File: config.mk
export PLATFORM = sky130hd
export DESIGN_NAME = l298n_pwm_multi
export DESIGN_NICKNAME = d
export VERILOG_FILES = /design/src/rtl/l298n_pwm_pkg.sv /design/src/rtl/l298n_pwm_channel.sv /design/src/rtl/l298n_pwm_multi.sv
export SDC_FILE = /design/constraint.sdc
export NUM_CORES = 1
export LEC_CHECK = 0
export ABC_CLOCK_PERIOD_IN_PS = 3800
export BUFFER_PORTS_ARGS = -buffer_cell sky130_fd_sc_hd__buf_2
export CAP_MARGIN = 15
export CORE_MARGIN = 4
export CORE_UTILIZATION = 40
export DETAILED_ROUTE_END_ITERATION = 8
export PLACE_DENSITY = 0.63
export RECOVER_POWER = 50
export SKIP_LAST_GASP = 1
export SLEW_MARGIN = 20
export SYNTH_ARGS = -nofsm -noshare
export SYNTH_HDL_FRONTEND = slang
export SYNTH_SLANG_ARGS = --single-unit
File: constraint.sdc
create_clock -name clk -period 3.8 [get_ports clk]
set_clock_uncertainty 0.15 [all_clocks]
set_input_delay 0.38 -clock clk [delete_from_list [all_inputs] [get_ports clk]]
set_output_delay 0.38 -clock clk [all_outputs]
set_load 0.1 [all_outputs]
File: src/rtl/l298n_pwm_pkg.sv
`default_nettype none
// ============================================================================
// Module      : l298n_pwm_pkg
// Description : Shared definitions for the multi-channel L298N PWM driver:
//               per-channel register offsets, CTRL bit positions and the
//               channel state enumeration.
// Revision    : 1.0 - initial release
// ============================================================================
package l298n_pwm_pkg;

    // Register map: each channel owns a block of four consecutive words.
    localparam int c_regs_per_ch = 4;
    localparam int c_ofs_ctrl    = 0;
    localparam int c_ofs_period  = 1;
    localparam int c_ofs_duty    = 2;
    localparam int c_ofs_dead    = 3;

    // CTRL register fields
    localparam int c_ctrl_w         = 3;
    localparam int c_ctrl_en_bit    = 0;
    localparam int c_ctrl_dir_bit   = 1;
    localparam int c_ctrl_brake_bit = 2;

    // Per-channel bridge state
    typedef enum logic [1:0] {
        ST_IDLE  = 2'd0,
        ST_RUN   = 2'd1,
        ST_DEAD  = 2'd2,
        ST_BRAKE = 2'd3
    } ch_state_e;

endpackage
`default_nettype wire

File: src/rtl/l298n_pwm_channel.sv
`default_nettype none
// ============================================================================
// Module      : l298n_pwm_channel
// Description : One H-bridge channel: CTRL/PERIOD/DUTY/DEAD registers,
//               PERIOD/DUTY shadow-to-active transfer, PWM counter,
//               dead-time counter and IDLE/RUN/DEAD/BRAKE state machine.
//               Bridge pins are registered from the current state/counter.
// Ports       : clk, rst_n (async, active-low)
//               i_wr_*        register write strobes (already decoded)
//               i_wdata_*     write data slices
//               o_ctrl/o_period/o_duty/o_dead  register readback
//               o_dead_st     channel is in DEAD
//               o_in1/o_in2/o_en  L298N IN1/IN2/EN pins
// Revision    : 1.0 - initial release
// ============================================================================
module l298n_pwm_channel
    import l298n_pwm_pkg::*;
#(
    parameter int CNT_W  = 16,
    parameter int DEAD_W = 8
) (
    input  logic                clk,
    input  logic                rst_n,
    input  logic                i_wr_ctrl,
    input  logic                i_wr_period,
    input  logic                i_wr_duty,
    input  logic                i_wr_dead,
    input  logic [c_ctrl_w-1:0] i_wdata_ctrl,
    input  logic [CNT_W-1:0]    i_wdata_cnt,
    input  logic [DEAD_W-1:0]   i_wdata_dead,
    output logic [c_ctrl_w-1:0] o_ctrl,
    output logic [CNT_W-1:0]    o_period,
    output logic [CNT_W-1:0]    o_duty,
    output logic [DEAD_W-1:0]   o_dead,
    output logic                o_dead_st,
    output logic                o_in1,
    output logic                o_in2,
    output logic                o_en
);

    ch_state_e            r_state;
    ch_state_e            w_state_nxt;

    logic [c_ctrl_w-1:0]  r_ctrl;
    logic [CNT_W-1:0]     r_period_sh;
    logic [CNT_W-1:0]     r_duty_sh;
    logic [CNT_W-1:0]     r_period_act;
    logic [CNT_W-1:0]     r_duty_act;
    logic [DEAD_W-1:0]    r_dead;
    logic [CNT_W-1:0]     r_cnt;
    logic [DEAD_W-1:0]    r_dcnt;
    logic                 r_dir;
    logic                 r_in1;
    logic                 r_in2;
    logic                 r_en;

    logic [CNT_W-1:0]     w_period_sh_nxt;
    logic [CNT_W-1:0]     w_duty_sh_nxt;
    logic [CNT_W-1:0]     w_cnt_nxt;
    logic [DEAD_W-1:0]    w_dcnt_nxt;
    logic                 w_dir_nxt;
    logic                 w_load_act;
    logic                 w_wrap;
    logic                 w_enable;
    logic                 w_dir;
    logic                 w_brake;
    logic                 w_in1_nxt;
    logic                 w_in2_nxt;
    logic                 w_en_nxt;

    assign w_enable = r_ctrl[c_ctrl_en_bit];
    assign w_dir    = r_ctrl[c_ctrl_dir_bit];
    assign w_brake  = r_ctrl[c_ctrl_brake_bit];

    // A write landing in the same cycle as a transfer is taken directly,
    // so the newest value is never lost behind a stale shadow.
    assign w_period_sh_nxt = i_wr_period ? i_wdata_cnt : r_period_sh;
    assign w_duty_sh_nxt   = i_wr_duty   ? i_wdata_cnt : r_duty_sh;

    // With a zero period the counter is pinned at 0 and every cycle counts
    // as a wrap, otherwise a channel set to PERIOD=0 could never pick up a
    // new period while running.
    assign w_wrap = (r_period_act == '0) || (r_cnt >= (r_period_act - CNT_W'(1)));

    // ------------------------------------------------------------------
    // State register
    // ------------------------------------------------------------------
    always_ff @(posedge clk or negedge rst_n) begin
        if (!rst_n) begin
            r_state <= ST_IDLE;
        end else begin
            r_state <= w_state_nxt;
        end
    end

    // ------------------------------------------------------------------
    // Next-state, counter and shadow-transfer decisions
    // ------------------------------------------------------------------
    always_comb begin
        w_state_nxt = r_state;
        w_cnt_nxt   = '0;
        w_dcnt_nxt  = '0;
        w_dir_nxt   = r_dir;
        w_load_act  = 1'b0;
        unique case (r_state)
            ST_IDLE: begin
                w_load_act = 1'b1;
                if (w_enable && !w_brake) begin
                    w_state_nxt = ST_RUN;
                    w_dir_nxt   = w_dir;
                end else if (w_enable && w_brake) begin
                    w_state_nxt = ST_BRAKE;
                end
            end
            ST_RUN: begin
                if (!w_enable) begin
                    w_state_nxt = ST_IDLE;
                end else if (w_brake || (w_dir != r_dir)) begin
                    w_state_nxt = ST_DEAD;
                end else begin
                    w_cnt_nxt  = w_wrap ? '0 : (r_cnt + CNT_W'(1));
                    w_load_act = w_wrap;
                end
            end
            ST_DEAD: begin
                // Dead time lasts DEAD+1 cycles; CTRL is only consulted at
                // the exit so late CTRL writes never restart the count.
                if (r_dcnt >= r_dead) begin
                    if (!w_enable) begin
                        w_state_nxt = ST_IDLE;
                    end else if (w_brake) begin
                        w_state_nxt = ST_BRAKE;
                    end else begin
                        w_state_nxt = ST_RUN;
                        w_dir_nxt   = w_dir;
                    end
                end else begin
                    w_dcnt_nxt = r_dcnt + DEAD_W'(1);
                end
            end
            ST_BRAKE: begin
                if (!w_enable) begin
                    w_state_nxt = ST_IDLE;
                end else if (!w_brake) begin
                    w_state_nxt = ST_DEAD;
                end
            end
            default: begin
                w_state_nxt = ST_IDLE;
            end
        endcase
    end

    // ------------------------------------------------------------------
    // Pin values derived from the current state; registered below
    // ------------------------------------------------------------------
    always_comb begin
        w_en_nxt  = 1'b0;
        w_in1_nxt = r_in1;
        w_in2_nxt = r_in2;
        unique case (r_state)
            ST_IDLE: begin
                w_in1_nxt = 1'b0;
                w_in2_nxt = 1'b0;
            end
            ST_RUN: begin
                w_en_nxt  = (r_period_act != '0) && (r_cnt < r_duty_act);
                w_in1_nxt = r_dir;
                w_in2_nxt = ~r_dir;
            end
            ST_DEAD: begin
                w_en_nxt = 1'b0;
            end
            ST_BRAKE: begin
                w_en_nxt  = 1'b1;
                w_in1_nxt = 1'b0;
                w_in2_nxt = 1'b0;
            end
            default: begin
                w_in1_nxt = 1'b0;
                w_in2_nxt = 1'b0;
            end
        endcase
    end

    // ------------------------------------------------------------------
    // Registers, counters and output pins
    // ------------------------------------------------------------------
    always_ff @(posedge clk or negedge rst_n) begin
        if (!rst_n) begin
            r_ctrl       <= '0;
            r_period_sh  <= '0;
            r_duty_sh    <= '0;
            r_period_act <= '0;
            r_duty_act   <= '0;
            r_dead       <= '0;
            r_cnt        <= '0;
            r_dcnt       <= '0;
            r_dir        <= 1'b0;
            r_in1        <= 1'b0;
            r_in2        <= 1'b0;
            r_en         <= 1'b0;
        end else begin
            if (i_wr_ctrl) begin
                r_ctrl <= i_wdata_ctrl;
            end
            if (i_wr_dead) begin
                r_dead <= i_wdata_dead;
            end
            r_period_sh <= w_period_sh_nxt;
            r_duty_sh   <= w_duty_sh_nxt;
            if (w_load_act) begin
                r_period_act <= w_period_sh_nxt;
                r_duty_act   <= w_duty_sh_nxt;
            end
            r_cnt  <= w_cnt_nxt;
            r_dcnt <= w_dcnt_nxt;
            r_dir  <= w_dir_nxt;
            r_in1  <= w_in1_nxt;
            r_in2  <= w_in2_nxt;
            r_en   <= w_en_nxt;
        end
    end

    assign o_ctrl    = r_ctrl;
    assign o_period  = r_period_sh;
    assign o_duty    = r_duty_sh;
    assign o_dead    = r_dead;
    assign o_dead_st = (r_state == ST_DEAD);
    assign o_in1     = r_in1;
    assign o_in2     = r_in2;
    assign o_en      = r_en;

endmodule
`default_nettype wire

File: src/rtl/l298n_pwm_multi.sv
`default_nettype none
// ============================================================================
// Module      : l298n_pwm_multi
// Description : NUM_CH-channel L298N H-bridge PWM controller with an
//               Avalon-MM slave. Holds the address decode and the readback
//               mux; each channel is an l298n_pwm_channel instance.
// Ports       : clk, reset_n (async, active-low)
//               avs_address/avs_write/avs_read/avs_writedata/avs_readdata
//                 - channel c at words 4c+0..3 (CTRL, PERIOD, DUTY, DEAD),
//                   read-only STATUS at word 4*NUM_CH (bit c = DEAD)
//               pwm_in1/pwm_in2/pwm_en - per-channel bridge pins
// Revision    : 1.0 - initial release
// ============================================================================
module l298n_pwm_multi
    import l298n_pwm_pkg::*;
#(
    parameter  int NUM_CH = 2,
    parameter  int CNT_W  = 16,
    parameter  int DEAD_W = 8,
    localparam int ADDR_W = $clog2(4 * NUM_CH + 1)
) (
    input  logic              clk,
    input  logic              reset_n,
    input  logic [ADDR_W-1:0] avs_address,
    input  logic              avs_write,
    input  logic              avs_read,
    input  logic [31:0]       avs_writedata,
    output logic [31:0]       avs_readdata,
    output logic [NUM_CH-1:0] pwm_in1,
    output logic [NUM_CH-1:0] pwm_in2,
    output logic [NUM_CH-1:0] pwm_en
);

    localparam logic [ADDR_W-1:0] c_status_addr = ADDR_W'(c_regs_per_ch * NUM_CH);

    logic [c_ctrl_w-1:0] w_rb_ctrl   [NUM_CH];
    logic [CNT_W-1:0]    w_rb_period [NUM_CH];
    logic [CNT_W-1:0]    w_rb_duty   [NUM_CH];
    logic [DEAD_W-1:0]   w_rb_dead   [NUM_CH];
    logic [NUM_CH-1:0]   w_status;
    logic [31:0]         w_rdata;
    logic [31:0]         r_readdata;
    logic                w_unused_wdata;

    // Only the low bits of the write bus reach the channels.
    assign w_unused_wdata = ^avs_writedata;

    generate
        for (genvar g = 0; g < NUM_CH; g++) begin : g_ch
            logic w_wr_ctrl;
            logic w_wr_period;
            logic w_wr_duty;
            logic w_wr_dead;

            assign w_wr_ctrl   = avs_write && (avs_address == ADDR_W'(c_regs_per_ch * g + c_ofs_ctrl));
            assign w_wr_period = avs_write && (avs_address == ADDR_W'(c_regs_per_ch * g + c_ofs_period));
            assign w_wr_duty   = avs_write && (avs_address == ADDR_W'(c_regs_per_ch * g + c_ofs_duty));
            assign w_wr_dead   = avs_write && (avs_address == ADDR_W'(c_regs_per_ch * g + c_ofs_dead));

            l298n_pwm_channel #(
                .CNT_W  (CNT_W),
                .DEAD_W (DEAD_W)
            ) u_ch (
                .clk          (clk),
                .rst_n        (reset_n),
                .i_wr_ctrl    (w_wr_ctrl),
                .i_wr_period  (w_wr_period),
                .i_wr_duty    (w_wr_duty),
                .i_wr_dead    (w_wr_dead),
                .i_wdata_ctrl (avs_writedata[c_ctrl_w-1:0]),
                .i_wdata_cnt  (avs_writedata[CNT_W-1:0]),
                .i_wdata_dead (avs_writedata[DEAD_W-1:0]),
                .o_ctrl       (w_rb_ctrl[g]),
                .o_period     (w_rb_period[g]),
                .o_duty       (w_rb_duty[g]),
                .o_dead       (w_rb_dead[g]),
                .o_dead_st    (w_status[g]),
                .o_in1        (pwm_in1[g]),
                .o_in2        (pwm_in2[g]),
                .o_en         (pwm_en[g])
            );
        end
    endgenerate

    // Readback mux; anything not matched (unmapped words) reads as zero.
    always_comb begin
        w_rdata = '0;
        for (int i = 0; i < NUM_CH; i++) begin
            if (avs_address == ADDR_W'(c_regs_per_ch * i + c_ofs_ctrl)) begin
                w_rdata = 32'(w_rb_ctrl[i]);
            end
            if (avs_address == ADDR_W'(c_regs_per_ch * i + c_ofs_period)) begin
                w_rdata = 32'(w_rb_period[i]);
            end
            if (avs_address == ADDR_W'(c_regs_per_ch * i + c_ofs_duty)) begin
                w_rdata = 32'(w_rb_duty[i]);
            end
            if (avs_address == ADDR_W'(c_regs_per_ch * i + c_ofs_dead)) begin
                w_rdata = 32'(w_rb_dead[i]);
            end
        end
        if (avs_address == c_status_addr) begin
            w_rdata = 32'(w_status);
        end
    end

    always_ff @(posedge clk or negedge reset_n) begin
        if (!reset_n) begin
            r_readdata <= '0;
        end else if (avs_read) begin
            r_readdata <= w_rdata;
        end
    end

    assign avs_readdata = r_readdata;

endmodule
`default_nettype wire

=== Word level (Yosys, flattened, before mapping) ===
Cells that the tools add are included.

* Flip-flop bits (word level): 242
* Bits in latches: 0
* Memory bits (writable): 0
* Memory bits (read-only): 0
* Bits of input ports: 40
* Output and inout bits: 38
* Logic and storage cells: 175
* Memories: 0

* Add/sub/neg operators: 6
* Multiply operators: 0
* Div/mod/pow operators: 0
* Magnitude comparators: 6
* Equal/unequal tests: 30
* Shifts and indexed selects: 0
* Mux-type cells: 67
* Bitwise gates (word level): 2
* Reductions and logical operators: 37

{| class="wikitable"
|+ Operators with widths
! cell !! number
|-
| $mux W32 || 7
|-
| $mux W16 || 13
|-
| $mux W2 || 18
|-
| $add A16 B1 Y16 const B || 2
|-
| $ge A16 B16 Y1 || 2
|-
| $logic_not A16 Y1 || 2
|-
| $lt A16 B16 Y1 || 2
|-
| $mux W8 || 4
|-
| $reduce_bool A16 Y1 || 2
|-
| $sub A16 B1 Y16 const B || 2
|-
| $pmux W1 S2 || 10
|-
| $add A8 B1 Y8 const B || 2
|-
| $eq A4 B3 Y1 const B || 4
|-
| $ge A8 B8 Y1 || 2
|-
| $pmux W2 S4 || 2
|-
| $logic_and A1 B1 Y1 || 14
|-
| $mux W1 || 12
|-
| $ne A2 B2 Y1 const B || 6
|-
| $ne A3 B3 Y1 const B || 4
|-
| $reduce_and A5 Y1 || 2
|-
| $eq A2 B2 Y1 const B || 4
|-
| $eq A4 B2 Y1 const B || 2
|-
| $reduce_and A4 Y1 || 2
|-
| $reduce_bool A2 Y1 || 4
|-
| other kinds (13) || 24
|}

=== Logic depth before layout (Yosys ltp) ===
Gate-level depths: netlist (run 1).

* Depth after elaboration: 10
* Mapped depth: 15

=== Modules after synthesis ===
A second synthesis (run 1) with hierarchy kept.

* Cells, all modules: 1148
* Area, all modules: 12589.6 µm²

{| class="wikitable"
|+ By module, submodules not included
! module !! times used !! cells an instance !! area an instance (µm²) !! sequential area each (µm²)
|-
| l298n_pwm_channel (g_ch[0].u_ch) || 1 || 461 || 5526.6 || 2627.5
|-
| l298n_pwm_channel (g_ch[1].u_ch) || 1 || 465 || 5397.7 || 2627.5
|-
| l298n_pwm_multi || 1 || 222 || 1665.3 || 400.4
|}

=== Worst setup path after synthesis (run 1) ===
No wires, ideal clock.

* Path kind: register -> register
* Start point: register g_ch[1].u_ch.r_period_act[3]
* End point: register g_ch[1].u_ch.r_duty_act[0]
* Library setup time: 0.125 ns
* Arrival: 3.177 ns
* Required time: 3.525 ns
* Setup slack: 0.348 ns
* Cell stages (with the launch flop): 15
* Path buffers: 1
* Cell sequence: dfrtp_1 > nor2_1 > nand3_1 > or3_1 > nor4_1 > nand2_1 > xor2_1 > ha_1 > and3_1 > a221oi_1 > o211ai_1 > a21oi_1 > o21bai_2 > buf_2 > mux2_2

* Word-level cells in the longest chain between the ends: 6
* Elaborated cells on any way between the ends: 7
* Classes of those cells: add/sub (1); order compare (1); mux (3); reduce/logical (2)

{| class="wikitable"
|+ RTL lines
! item !! RTL line !! RTL
|-
| from (decl) || l298n_pwm_channel.sv:47 || <nowiki>logic [CNT_W-1:0] r_period_act;</nowiki>
|-
| from (signal assigned) || l298n_pwm_channel.sv:213 || <nowiki>r_period_act <= w_period_sh_nxt;</nowiki>
|-
| $sub A16 B1 Y16 || l298n_pwm_channel.sv:83 || <nowiki>assign w_wrap = (r_period_act == '0) || (r_cnt >= (r_period_act - CNT_W'(1)));</nowiki>
|-
| $ge A16 B16 Y1 || l298n_pwm_channel.sv:83 ||
|-
| $logic_or A1 B1 Y1 (*) || l298n_pwm_channel.sv:83 ||
|-
| $mux W1 (*) || l298n_pwm_channel.sv:118 || <nowiki>end else if (w_brake || (w_dir != r_dir)) begin</nowiki>
|-
| $mux W1 (*) || l298n_pwm_channel.sv:116 || <nowiki>if (!w_enable) begin</nowiki>
|-
| $pmux W1 S2 (*) || l298n_pwm_channel.sv:105 || <nowiki>unique case (r_state)</nowiki>
|-
| to (signal assigned) || l298n_pwm_channel.sv:214 || <nowiki>r_duty_act <= w_duty_sh_nxt;</nowiki>
|-
| to (decl) || l298n_pwm_channel.sv:48 || <nowiki>logic [CNT_W-1:0] r_duty_act;</nowiki>
|}

Every way passes the cells marked *; elsewhere a longest branch is shown, timed or not.
A chain may end at the register's enable or synchronous reset.

=== Final worst setup path (run 1) ===
* Start point: register g_ch[1].u_ch.r_period_act[2]
* End point: register g_ch[1].u_ch.r_duty_act[2]

Same word-level chain as after synthesis.

==> metrics.csv, run 1 <==
stage,metric,value,unit
critical_path,Setup CP Type,flip-flop to flip-flop,
critical_path,worst-path cell chain,nor2_2 > nand3_2 > or3_4 > nor4_4 > buf_4 > nand2_1 > xor2_1 > ha_1 > and3_4 > a221oi_2 > o211ai_1 > a21oi_2 > o21bai_4 > clkbuf_16 > mux2_2,
run_status,failing checks,"max-capacitance violations, max-slew violations",
synthesis,synth top area cells,"dfrtp_1 43%, mux2_2 9.1%, ha_1 8.9%",
critical_path,crit start category,flip-flop,
pwr,Power Internal,6.129,mW
synthesis,Post-Synthesis Cells,1331,
drt,via/cell ratio,5.369,
pwr,power share of the clock group,0.260,
sta,worst slew pin tran,2618,ps
die,Initial Utilization,0.4054,
synthesis,"Top FF cell, synth",dfrtp_1,
drt,DRT Pass-1 Iters,6,
synthesis,Post-synth ARST share,1.000,
sta,period utilization,0.9474,
sta,final worst slack,199.7,ps
sta,unrepaired setup endpoints after global routing,yes,
synthesis,Post-synth EDFFs,0,
clocking,CTS Buf Count,26,
die,Die X,189.6,um
synthesis,cell taking the most area after synthesis,dfrtp_1,
sta,worst slew margin relative to its limit,-0.7452,
synthesis,yosys warns,0,
finish,layout cells sized above 1,0.1567,
global_routing,initial antenna violation count,0,
global_routing,vias in the first global route,9707,
die,Die H,189.6,um
place,gp weighted congestion,0.8673,
drt,DRT iter0 DRCs,755,
flow_run,number of max-cap violations,1,
synthesis,sequential fraction of the synthesis area,0.4288,
place,Post-Place Worst Slack,119.0,ps
clocking,CTS tree,yes,
pwr,Max VDD drop,0.3190,mV
sta,fin crit period,3600,ps
place,IO buf count,45,
drt,post-DR wirelength/cell,17.31,um
die,die area,35940,sq um
global_routing,largest net degree at the start of global routing,102,
finish,number of diodes,0,
hold_path,hold crit path type,input port to flip-flop,
global_routing,first-pass GRT wire length,51.63,mm
critical_path,"Arr. time, crit path",3860,ps
global_routing,most used routing layer in global routing,met2,
global_routing,grt met1 use,0.2559,
run_status,status,"complete, but fails checks",
sta,final hold slack,38.32,ps
synthesis,Synth Cell Area,13190,sq um
sta,setup violators final,0,
drt,DR DRC count,0,
critical_path,CP endpoint kind,flip-flop,
global_routing,met3 usage,0.02110,
sta,Final Hold Vio Count,0,
critical_path,critical path required time,4060,ps
global_routing,GRT Overall Usage,0.1730,
place,DP HPWL,22.16,mm
place,dpl cells,1779,
finish,Reg area,5655,sq um
finish,Final nets,1502,
pwr,Leak,6.682,nW
sta,maximum clock rate,0.2778,GHz
clocking,clock-pin slew on the worst setup and hold paths,60,ps
die,I/O pin count,78,
clocking,CTS Buffer Depth,3,
pwr,Pwr Density,659.5,nW/um^2
pwr,Net Sw Frac,0.3721,
drt,Vias,9809,
finish,number of fill cells,3120,
drt,final wirelength,31.63,mm
synthesis,Syn Area/Cell,9.910,sq um
finish,fin cells,1827,
critical_path,CP peak stage delay,440,ps
synthesis,post-synth top area share,0.4288,
sta,Pins Over Slew Limit,101,
clocking,clock root buffer,clkbuf_16,
clocking,CTS Sinks,226,
synthesis,distinct cell type count after synthesis,63,
die,core area,32540,sq um
global_routing,GR Util met2,0.2759,
clocking,H-tree Lvls,1,
pwr,Flop pwr share,0.361,
pwr,NetSw,3.632,mW
drt,"antenna viol nets, final",0,
die,Cell Rows,66,
finish,Area Overhead vs Synth,12.22,%
critical_path,slowest CP cell,dfrtp_1,
pwr,Logic pwr share,0.379,
synthesis,register bit total from synthesis,226,
critical_path,CP max FO,16,
finish,multi-input combinational cell area,6929,sq um
clocking,Clock Latency Late Sink,530,ps
global_routing,grt total ovfl,0,
kinds of logic (layout without fill, tap and decap cells):
| logic type | count (synthesis) | in the layout | synth area share |
|---|---|---|---|
| AND/OR/NAND/NOR | 422 | 422 | 0.1615 |
| AO/OA/AOI/OAI | 235 | 235 | 0.1080 |
| flip-flops | 226 | 226 | 0.4288 |
| buffers and inverters | 159 | 198 | 0.05578 |
| multiplexers | 125 | 125 | 0.1107 |
| adder cells (fa/ha/maj) | 94 | 94 | 0.08917 |
| XOR/XNOR | 69 | 69 | 0.04582 |
| other | 1 | 16 | 0.0002843 |
timing repair:
action / CTS / global route
gates resized for setup: 0 / 19
hold buffers: 1 / 0
buffers inserted: 0 / 1
setup endpoints to repair: 0 / 88
endpoints found under the hold margin: 98 / 0
cell type report:
| cell class | count | area share |
|---|---|---|
| Tap cell | 442 | 0.03736 |
| Clock inverter | 8 | 0.006847 |
| Multi-Input combinational cell | 961 | 0.4681 |
| Inverter | 79 | 0.02003 |
| Timing Repair Buffer | 74 | 0.03398 |
| Clock buffer | 37 | 0.05156 |
| Sequential cell | 226 | 0.3821 |
worst paths after layout:
path	start	to	slack, ps	depth (start not counted)
hold / removal	avs_writedata[15]	g_ch[1].u_ch.o_duty[15]	40	2
hold reg to reg	g_ch[1].u_ch.o_in1	g_ch[1].u_ch.o_in1	330	2
min in group asynchronous	reset_n	g_ch[1].u_ch.r_dcnt[4]	1070	2
setup / recovery	g_ch[1].u_ch.r_period_act[2]	g_ch[1].u_ch.r_duty_act[2]	200	15
setup reg to reg	g_ch[1].u_ch.r_period_act[2]	g_ch[1].u_ch.r_duty_act[2]	200	15
max in group asynchronous	reset_n	avs_readdata[14]	600	3
cell usage after synthesis (11+ instances only):
| cell | count |
|---|---|
| a21oi_1 | 54 |
| a22oi_1 | 35 |
| and3_1 | 12 |
| buf_2 | 18 |
| buf_4 | 23 |
| clkbuf_1 | 32 |
| dfrtp_1 | 226 |
| ha_1 | 94 |
| inv_1 | 79 |
| mux2_2 | 107 |
| nand2_1 | 74 |
| nand3_1 | 100 |
| nand4_1 | 15 |
| nor2_1 | 104 |
| nor2b_1 | 65 |
| nor3_1 | 14 |
| o21ai_0 | 80 |
| o21ai_1 | 11 |
| xnor2_1 | 36 |
| xor2_1 | 33 |
critical path, delay by kind of cell (launching register included):
family / cells / cell delay, ps
AOI/OAI and AO/OA: 4 / 780
xor gates and xnor gates: 1 / 150
adders and majority gates: 1 / 270
buffers and inverters: 2 / 380
DFF: 1 / 440
muxes: 1 / 280
and+or+nand+nor: 6 / 1010
placed cells by master, fill, tap and decap left out, drive strengths merged, types with 16 or more instances in the layout:
cell type  Yosys  routed
a21oi         54      54
a22oi         35      35
buf           48      66
clkbuf        32      44
conb           1      16
dfrtp        226     226
ha            94      94
inv           79      79
mux2         117     117
nand2         75      75
nand3        101     101
nor2         105     105
nor2b         65      65
o21ai         91      91
xnor2         36      36
xor2          33      33
power groups by stage:
stage / registers (mW) / logic (mW) / clock network, mW
after detailed placement: 3.54 / 3.58 / 0
after floorplan: 3.50 / 2.75 / 0
after global routing: 3.61 / 4.14 / 2.70
after global placement: 3.51 / 3.47 / 0
final: 3.52 / 3.70 / 2.54
after CTS: 3.50 / 3.61 / 2.60
stage by stage:
stage / TNS (ps) / util / power (mW) / area [sq um]
after global placement: 0 / 0.4254 / 6.977 / 13840
after global routing: -707.4 / 0.4549 / 10.46 / 14800
after CTS: 0 / 0.4523 / 9.710 / 14720
after detailed placement: 0 / 0.4254 / 7.118 / 13840
final: 0 / 0.4549 / 9.761 / 14800
after floorplan: 0 / - / 6.259 / 13250
routing by layer:
metal  part of all wire  routed length, um
met1               0.48              15200
met2               0.45              14360
met3              0.049               1545
met4              0.017                527
met5                  0                  0
flip-flops by register name (all words and copies together), names as in the netlist:
register                cells
avs_readdata               16
g_ch.u_ch.o_ctrl            6
g_ch.u_ch.o_dead           16
g_ch.u_ch.o_duty           32
g_ch.u_ch.o_en              2
g_ch.u_ch.o_in1             2
g_ch.u_ch.o_in2             2
g_ch.u_ch.o_period         32
g_ch.u_ch.r_cnt            32
g_ch.u_ch.r_dcnt           16
g_ch.u_ch.r_dir             2
g_ch.u_ch.r_duty_act       32
g_ch.u_ch.r_period_act     32
g_ch.u_ch.r_state           4
No activity file was read; power rests on OpenSTA's default activity.
==> run 2: changes to the inputs <==
--- a/config.mk
+++ b/config.mk
@@ -10,6 +10,7 @@
 export CAP_MARGIN = 15
 export CORE_MARGIN = 4
 export CORE_UTILIZATION = 40
+export CTS_BUF_LIST = sky130_fd_sc_hd__clkbuf_8
 export DETAILED_ROUTE_END_ITERATION = 8
 export PLACE_DENSITY = 0.63
 export RECOVER_POWER = 50
==> run 2 against run 1 <==
  * The run still ends with max-capacitance violations, max-slew violations left
  * Critical endpoint is now g_ch[1].u_ch.r_duty_act[13]
  * Worst hold slack got worse by 10 ps
  * Routed wire length increased by 0.52%
  * Critical path type unchanged
  * Power decreased by 2.4%
  * Setup slack worse by 21 ps
  * Sequential share of layout area rose by 0.13 points
  * Die area did not move
  * Cell count rose by 1.5%
  * Sequential power about the same
  * Design area is 0.34% lower
  * Non-clock buffer count up 2
  * Critical path depth is the same
  * Via count grew 1.1%
==> metrics.csv, run 2 (same netlist as run 1, synthesis figures left out) <==
stage,metric,value,unit,change
run_status,status,"complete, but fails checks",,
run_status,failing checks,"max-capacitance violations, max-slew violations",,
drt,"antenna viol nets, final",0,,unchanged
drt,Vias,9919,,+1.1%
drt,final wirelength,31.80,mm,+0.52%
global_routing,GRT Overall Usage,0.1734,,+0.0003985
die,Initial Utilization,0.4054,,unchanged
drt,via/cell ratio,5.347,,-0.40%
sta,setup TNS,0,ps,unchanged
drt,DRT iter0 DRCs,709,,-6.1%
global_routing,grt total ovfl,0,,unchanged
die,Die X,189.6,um,unchanged
clocking,CTS Sinks,226,,unchanged
global_routing,largest net degree at the start of global routing,102,,unchanged
die,core area,32540,sq um,unchanged
clocking,CTS Buf Count,41,,+58%
place,gp weighted congestion,0.8673,,unchanged
critical_path,cell depth of the worst flop-to-flop path,15,,unchanged
critical_path,RR Endpoint,g_ch[1].u_ch.r_duty_act[13],,
finish,Final nets,1519,,+1.1%
clocking,clock-pin slew on the worst setup and hold paths,60,ps,about the same
finish,Area Overhead vs Synth,11.84,%,
pwr,Pwr Density,645.9,nW/um^2,-2.1%
critical_path,"setup slack, reg-to-reg",180,ps,-20 ps
critical_path,CP endpoint kind,flip-flop,,
sta,Pins Over Slew Limit,101,,unchanged
critical_path,critical path required time,4060,ps,about the same
sta,period utilization,0.9528,,+0.005398
pwr,Leak,6.725,nW,+0.64%
global_routing,first-pass GRT wire length,51.55,mm,-0.15%
hold_path,hold crit path type,input port to flip-flop,,
finish,layout cells sized above 1,0.1628,,+0.006096
sta,Final Hold Vio Count,0,,unchanged
clocking,CTS tree,yes,,
die,Die H,189.6,um,unchanged
flow_run,number of max-cap violations,1,,unchanged
global_routing,initial antenna violation count,0,,unchanged
sta,maximum clock rate,0.2762,GHz,-0.57%
place,IO buf count,45,,unchanged
drt,DRT Pass-1 Iters,5,,-1
critical_path,crit start category,flip-flop,,
die,die area,35940,sq um,unchanged
critical_path,FF-to-FF Start,g_ch[1].u_ch.r_period_act[3],,
finish,most frequent cells in the layout,"226 x dfrtp_1, 103 x nor2_1, 99 x nand3_1",,
place,DP HPWL,22.16,mm,unchanged
critical_path,"Arr. time, crit path",3880,ps,+20 ps
clocking,clock root buffer,clkbuf_8,,
clocking,Clock Latency Late Sink,550,ps,+20 ps
sta,fin crit period,3621,ps,+20.51 ps
drt,DR DRC count,0,,unchanged
sta,final hold slack,28.04,ps,-10.28 ps
clocking,CTS Buffer Depth,3,,unchanged
die,Cell Rows,66,,unchanged
critical_path,Setup CP Type,flip-flop to flip-flop,,
sta,setup violators final,0,,unchanged
global_routing,vias in the first global route,9792,,+0.88%
finish,number of diodes,0,,unchanged
sta,worst slew pin tran,2614,ps,-4.210 ps
sta,worst slew margin relative to its limit,-0.7424,,+0.002807
critical_path,CP max FO,16,,unchanged
critical_path,Worst Setup EP,g_ch[1].u_ch.r_duty_act[13],,
hold_path,startpoint of the worst hold path,avs_writedata[13],,
pwr,Max VDD drop,0.3305,mV,+3.6%
drt,post-DR wirelength/cell,17.14,um,-1.0%
finish,"commonest non-fill, non-tap cell in the layout",dfrtp_1,,
die,I/O pin count,78,,unchanged
critical_path,crit path from,g_ch[1].u_ch.r_period_act[3],,
clocking,H-tree Lvls,2,,+1
## run 2: layer usage
metal  track usage  routed length (um)
met1        0.2534               15170
met2        0.2730               14440
met3       0.02532                1569
met4       0.04257                 617
met5             0                   0
## run 2: worst min-delay path by stage
stage                                     end  slack, ps  cells past startpoint
floorplan                     avs_readdata[0]        -70                      0
global placement           g_ch[0].u_ch.o_in2        310                      2
detailed placement         g_ch[1].u_ch.o_in1        320                      2
CTS                 g_ch[0].u_ch.o_period[13]        0.7                      2
global route        g_ch[1].u_ch.o_period[13]         10                      2
finish              g_ch[1].u_ch.o_period[13]         30                      2
## run 2: report_power, final
| group | switching, mW | total [mW] | internal (mW) | leakage [nW] |
|---|---|---|---|---|
| combinational | 2.12 | 3.70 | 1.58 | 3.46 |
| clock | 1.03 | 2.30 | 1.27 | 0.462 |
| sequential | 0.501 | 3.53 | 3.03 | 2.80 |
| total | 3.65 | 9.53 | 5.87 | 6.72 |
## run 2: final cells by class
type,count,area (sq um)
multi-input combinational,961,6912
inverter,79,296.5
clock inverter,24,167.7
fill,3142,17780
sequential,226,5655
timing repair buffer,76,520.5
clock buffer,47,646.9
tap,442,553.0
## run 2: critical path, stage by stage (launching register included)
cell and delay, ps:
dfrtp_1 420, nor2_2 170, nand3_2 100, or3_4 370, nor4_4 140, buf_4 170
nand2_2 60, xor2_2 160, ha_1 290, and3_4 190, a221oi_2 210, o211ai_1 140
a21oi_2 280, o21bai_4 160, clkbuf_16 210, mux2_2 270
## run 2: timing repair
item	CTS	global route
hold buffers	2	0
gates resized for setup	0	19
buffers inserted	0	2
hold endpoints to repair	99	0
endpoints found under the setup margin	0	85
## run 2: through the flow
step | instance area, sq um | utilization | setup slack [ps] | cells | power, mW
floorplan | 13250 | - | 347.8 | 1346 | 6.259
global placement | 13840 | 0.4254 | 229.0 | 1779 | 6.977
detailed placement | 13840 | 0.4254 | 119.0 | 1779 | 7.118
CTS | 14680 | 0.4511 | 78.98 | 1852 | 9.495
global route | 14750 | 0.4534 | -62.09 | 1855 | 10.25
finish | 14750 | 0.4534 | 179.2 | 1855 | 9.528
